===== src/rtl/word_deserializer.sv =====
// Collects a stream of WORD_SIZE-bit words into LANES-wide groups under valid/ready
// handshakes on both sides; in_last closes a group early and the unused lanes read as zero.
module word_deserializer #(
  parameter int WORD_SIZE = 16,
  parameter int LANES     = 4
) (
  input  logic                         clk,
  input  logic                         reset,
  input  logic [WORD_SIZE-1:0]         in_data,
  input  logic                         in_valid,
  input  logic                         in_last,
  output logic                         in_ready,
  output logic [LANES*WORD_SIZE-1:0]   out_data,
  output logic [$clog2(LANES+1)-1:0]   out_count,
  output logic                         out_last,
  output logic                         out_valid,
  input  logic                         out_ready
);

  localparam int IW = (LANES > 1) ? $clog2(LANES) : 1;
  localparam int CW = $clog2(LANES + 1);

  typedef enum logic {FILL, HOLD} state_t;

  state_t               state, state_nxt;
  logic [IW-1:0]        idx;
  logic [WORD_SIZE-1:0] lanes [LANES];
  logic [CW-1:0]        count;
  logic                 last;

  logic in_xfer, out_xfer, fill_close, hold_close;

  assign in_xfer    = in_valid & in_ready;
  assign out_xfer   = out_valid & out_ready;
  assign fill_close = (idx == IW'(LANES - 1)) | in_last;
  assign hold_close = (LANES == 1) | in_last;

  always_ff @(posedge clk or posedge reset) begin
    if (reset) state <= FILL;
    else       state <= state_nxt;
  end

  always_comb begin
    state_nxt = state;
    case (state)
      FILL: if (in_xfer && fill_close) state_nxt = HOLD;
      HOLD: if (out_xfer) state_nxt = (in_xfer && hold_close) ? HOLD : FILL;
      default: state_nxt = FILL;
    endcase
  end

  // In HOLD the input side only moves when the consumer drains the group, so a new
  // word can slip into lane 0 in the same cycle and groups stream without bubbles.
  always_comb begin
    in_ready  = 1'b0;
    out_valid = (state == HOLD);
    if (!reset) in_ready = (state == FILL) ? 1'b1 : out_ready;
  end

  always_ff @(posedge clk or posedge reset) begin
    if (reset) begin
      idx   <= '0;
      count <= '0;
      last  <= 1'b0;
      for (int k = 0; k < LANES; k++) lanes[k] <= '0;
    end else if (state == FILL) begin
      if (in_xfer) begin
        lanes[idx] <= in_data;
        count      <= CW'(idx) + CW'(1);
        if (fill_close) begin
          last <= in_last;
          idx  <= '0;
        end else begin
          idx <= idx + IW'(1);
        end
      end
    end else if (out_xfer) begin
      // Clearing every lane on a restart is what makes early-closed groups zero-filled.
      for (int k = 1; k < LANES; k++) lanes[k] <= '0;
      if (in_xfer) begin
        lanes[0] <= in_data;
        count    <= CW'(1);
        if (hold_close) begin
          last <= in_last;
          idx  <= '0;
        end else begin
          last <= 1'b0;
          idx  <= IW'(1);
        end
      end else begin
        lanes[0] <= '0;
        count    <= '0;
        last     <= 1'b0;
        idx      <= '0;
      end
    end
  end

  always_comb begin
    out_data = '0;
    for (int k = 0; k < LANES; k++) out_data[k*WORD_SIZE +: WORD_SIZE] = lanes[k];
  end

  assign out_count = count;
  assign out_last  = last;

endmodule


===== config.mk =====
export PLATFORM = sky130hd
export DESIGN_NAME = word_deserializer
export DESIGN_NICKNAME = d
export VERILOG_FILES = /design/src/rtl/word_deserializer.sv
export SDC_FILE = /design/constraint.sdc
export NUM_CORES = 1
export LEC_CHECK = 0
export ABC_AREA = 1
export CORE_MARGIN = 2
export CORE_UTILIZATION = 47
export DETAILED_ROUTE_END_ITERATION = 16
export GPL_TIMING_DRIVEN = 0
export PLACE_DENSITY_LB_ADDON = 0.3
export SETUP_SLACK_MARGIN = 0.05
export SLEW_MARGIN = 20
export SYNTH_ARGS = -nofsm -noshare
export SYNTH_HDL_FRONTEND = slang
export SYNTH_SLANG_ARGS = --single-unit

===== constraint.sdc =====
create_clock -name clk -period 3.7 [get_ports clk]
set_clock_uncertainty 0.15 [all_clocks]
set_input_delay 1.11 -clock clk [delete_from_list [all_inputs] [get_ports clk]]
set_output_delay 1.11 -clock clk [all_outputs]
set_load 0.02 [all_outputs]

# Word-level counts from Yosys, hierarchy flattened
# Cells that the tools add are included.
op_classes:
  reduce_logical: 7
  n_bitwise: 5
  muxes: 29
  magnitude_cmp: 2
  n_addsub: 2
  n_eq_ne: 2
op_table:
  columns: ["cell", "n"]
  rows:
  - ["$mux 64", 3]
  - ["$bwmux 64", 1]
  - ["$demux 16 s2", 1]
  - ["$mux 16", 2]
  - ["$mux 1", 13]
  - ["$mux 2", 5]
  - ["$mux 3", 3]
  - ["$reduce_bool 2->1", 2]
  - ["$add 2x1->3 const B", 1]
  - ["$ge 3x3->1 const B", 1]
  - ["$logic_and 1x1->1", 3]
  - ["$lt 3x1->1 const B", 1]
  - ["$not 2->3", 1]
  - ["$reduce_and 3->1", 1]
  - ["$add 2x1->2 const B", 1]
  - ["$and 1x1->1", 2]
  - ["$eq 2x2->1 const B", 1]
  - ["$ne 2x1->1 const B", 1]
  - ["$pmux 1 s2", 1]
  - ["$reduce_and 2->1", 1]
  - ["$not 1->1", 1]
  - ["$or 1x1->1", 1]
word_totals:
  ff_bits: 71
  word_cells: 55
  inputBits: 21

# Depth between registers and ports, before layout
logic_depth:
  word_depth: 8
  ltp_mapped: 9
  ltp_nobuf: 7

# Worst setup path after synthesis
# OpenSTA, ideal clock, no wires.
synth_path:
  kind: "input port to flip-flop"
  from: "input reset"
  to: "register lanes, in the netlist out_data[16]"
  setup_slack_ps: -78
  t_arrival_ps: 3511
  required_time_ps: 3433
  stages: 8
  n_path_buf: 2
  path_cell_list: "inv_1 -> nand3_4 -> nand2_4 -> buf_6 -> nand2_4 -> buf_6 -> nand2_1 -> nand2_1"
synth_via:
  elab_chain_cells: 4
synth_lines:
  columns: ["item", "line_no", "text"]
  rows:
  - ["start: declaration", "8", "input logic reset,"]
  - ["$mux 1", "57", "if (!reset) in_ready = (state == FILL) ? 1'b1 : out_ready;"]
  - ["$and 1x1->1", "33", "assign in_xfer = in_valid & in_ready;"]
  - ["$reduce_bool 2->1 (no line)", null, null]
  - ["$reduce_and 2->1 (no line)", null, null]
  - ["end signal: indexed assignment", "68", "lanes[idx] <= in_data;"]
  - ["end: declaration", "27", "logic [WORD_SIZE-1:0] lanes [LANES];"]
# Every way passes these cells.
# A chain may end at the register's enable or synchronous reset.

# Final worst setup path
layout_path:
  from: "input reset"
  to: "output in_ready"
layout_via:
  elab_chain_cells: 1
layout_lines:
  columns: ["item", "line_no", "text"]
  rows:
  - ["$mux 1", "57", null]
  - ["end: declaration", "12", "output logic in_ready,"]
# Every way passes these cells.

==> results.py <==
metrics = {
    "clock_network": {
        "tritoncts": "done",
        "clk_latency_ns": 0.33,
        "htreeDepth": 3,
        "cts.sinks": 71,
        "hold_buffers": 0,
        "clockBufferDepth": 2,
        "clkTransAtPathRegs_ns": 0.08,
        "cts_setup_buffers": 0,
        "root_buffer": "clkbuf_8",
        "cts-buffers-inserted": 9,
    },
    "power_and_ir_drop": {
        "p_per_area_nw_per_um2": 700,
        "peakVddDrop_v": 0.000414,
        "p_leak_uw": 0.00234,
    },
    "status": {
        "violations": "design-rule violations",
        "status": "finished with violations",
    },
    "grt": {
        "grt_pass1_vias": 2616,
        "globalRoute.totalOverflow": 0,
        "grt_max_degree": 35,
        "grt_use_total": 0.227,
        "grt_antenna_before_repair": 0,
        "grt_pass1_wl_um": 13000,
    },
    "timing": {
        "finalHoldViolCount": 0,
        "finalCriticalPeriod_ns": 3.30,
        "fmax_mhz": 303,
        "timing_worst_slew_pin_value_ns": 0.457,
        "max_slew_margin": 0.694,
        "min_period_over_period": 0.891,
        "setup_viol": 0,
        "slew_viol_final": 0,
        "rsz0062_at_grt": "false",
    },
    "synthesis": {
        "synthAdderAreaFrac": 0.0159,
        "yosysUniqueCellTypes": 21,
        "synth-xor-area-share": 0,
        "synth_top_family_by_area": "simple AND/OR/NAND/NOR gates",
        "synth_nets": 399,
        "synth_compound_area_frac": 0.0183,
        "yosysWarnings": 0,
        "yosysSeqAreaShare": 0.566,
        "synth_area_leaders": "dfrtp_1 57%, nand2_1 20%, nand3_1 8.1%",
        "avgSynthCellArea_um2": 8.39,
        "synth-simple-area-share": 0.330,
        "yosysTopAreaCellShare": 0.566,
        "synth-seq-cells": 71,
        "netlist_instances": 374,
        "synth.area.mux_share": 0,
        "syn_area_um2": 3140,
        "synth_largest_area_cell": "dfrtp_1",
    },
    "final_layout": {
        "diodes": 0,
        "multi_input_area_um2": 1140,
        "fillers": 502,
        "finish.utilization": 0.684,
        "final_cell_mix": "170 x nand2_1, 88 x clkdlybuf4s50_1, 71 x dfrtp_1",
        "nets": 502,
        "area_growth_syn_to_layout_pct": 39.9,
        "drive_above_1_share": 0.0832,
        "final_common_cell": "nand2_1",
        "regArea_um2": 1780,
        "final_cells": 558,
    },
    "critical_path": {
        "rrSetupSlack_ns": 1.88,
        "cp.arrival_ns": 2.04,
        "crit_family": "buffers and inverters",
        "end_kind": "output port",
        "endpoint": "in_ready",
        "worst_path_max_delay_cell": "clkdlybuf4s50_1",
        "reg2regPathDepth": 8,
        "timing.rr.start": "idx[0]",
        "r2r-end": "out_data[3]",
        "crit_fanout": 2,
        "path_buf_inv": 2,
        "cp-startpoint": "reset",
        "worst-path-stages": 3,
        "crit_chain": "clkdlybuf4s50_1 > nor2_1 > dlygate4sd2_1",
        "crit_required_ns": 2.44,
        "path_class": "input port to output port",
        "slowest_delay_ns": 0.46,
        "start_kind": "input port",
    },
    "place": {
        "dp.cells": 543,
        "gp_congestion": 0.861,
        "port_buffers": 90,
        "place.detailed.hpwl_um": 5870,
    },
    "flow_run": {
        "cap_viol_max_count": 0,
    },
    "detailed_routing": {
        "ant_nets": 0,
        "first_iter_violations": 160,
        "wl_per_cell_um": 14.2,
        "dr_total_vias": 2728,
        "first_pass_iters": 11,
        "viasPerCell": 4.89,
        "drc_errors": 6,
        "wl_um": 7910,
    },
    "worst_hold_path": {
        "hold_path.class": "register to register",
    },
    "floorplanning": {
        "die_area_um2": 7350,
        "core_area_um2": 6420,
        "die_h_um": 85.7,
        "rows": 29,
        "ios": 91,
        "initial_core_util": 0.489,
        "die_x_um": 85.7,
    },
}
==> synthesized netlist by cell type <==
library cell  count
a21oi_4           1
ha_1              4
dfrtp_1          71
nor2_1           22
clkbuf_1          1
inv_2             1
nand3_1          51
clkinv_1          1
buf_4             5
buf_6             4
nor2_2            1
a21oi_1           1
nand2_2           1
nand3_4           1
nand4_1           1
a31oi_4           1
inv_1            27
nand2_1         170
nand2_4           2
o21ai_0           3
buf_2             5
==> what timing repair did <==
action,4_1_cts,5_1_grt
endpoints found under the setup margin,1,1
hold endpoints to repair,0,0
gates resized for setup,1,1
==> layer usage <==
layer,global-route usage,up-vias,wire (µm)
li1,-,1362,-
met1,0.320,1279,3590
met2,0.348,76,3770
met3,0.0433,11,408
met4,0.0952,0,138
met5,0,-,0
==> where the power goes <==
group / leakage, µW / internal (µW) / switching [µW]
Combinational: 0.00127 / 557 / 754
Sequential: 0.000962 / 976 / 124
Clock: 0.000105 / 375 / 291
Total: 0.00234 / 1910 / 1170
==> registers in the layout, summed over array words and instances (netlist names) <==
register,count
out_valid,1
out_data,64
idx,2
out_count,3
out_last,1
==> worst register-to-register path, delay by kind of cell, from the launching register on <==
family | cells | cell delay (ns)
fa+ha+maj | 1 | 0.21
buf+inv | 3 | 0.40
flops | 1 | 0.43
simple gates | 4 | 0.58
==> kinds of logic (layout without fill, tap and decap cells) <==
group                      after synthesis  in the layout
and+or+nand+nor                        249            249
adders and majority gates                4              4
DFF                                     71             71
buffers and inverters                   44            151
AOI/OAI and AO/OA                        6              6
==> layout make-up <==
class	instances	area share
plain buffers	15	0.0254
clock buffers	9	0.0282
clock inverters	6	0.0197
inverters	29	0.0256
multi-input cells	259	0.260
flip-flops and latches	71	0.405
well taps	77	0.0219
repair buffers	92	0.215
==> worst min path at each step <==
stage / from / end / slack, ns / cells past startpoint
finish: out_data[51] / out_data[51] / 0.32 / 2
global route: out_data[22] / out_data[22] / 0.35 / 2
CTS: out_data[55] / out_data[55] / 0.33 / 2
detailed placement: out_data[51] / out_data[51] / 0.31 / 2
global placement: out_data[22] / out_data[22] / 0.30 / 2
floorplan: idx[1] / idx[1] / 0.35 / 2
==> stage by stage <==
step / area (µm²) / setup WS [ns] / hold WS, ns / total power (µW) / TNS (ns)
floorplan: 3140 / 0.292 / 0.349 / 1850 / 0
global placement: 4140 / -0.913 / 0.304 / 2390 / -54.61
detailed placement: 4180 / -0.176 / 0.307 / 2420 / -0.176
CTS: 4390 / 0.107 / 0.326 / 3100 / 0
global route: 4390 / 0.362 / 0.355 / 3260 / 0
finish: 4390 / 0.402 / 0.323 / 3080 / 0
Note: power is estimated with default switching activity, not from simulation.
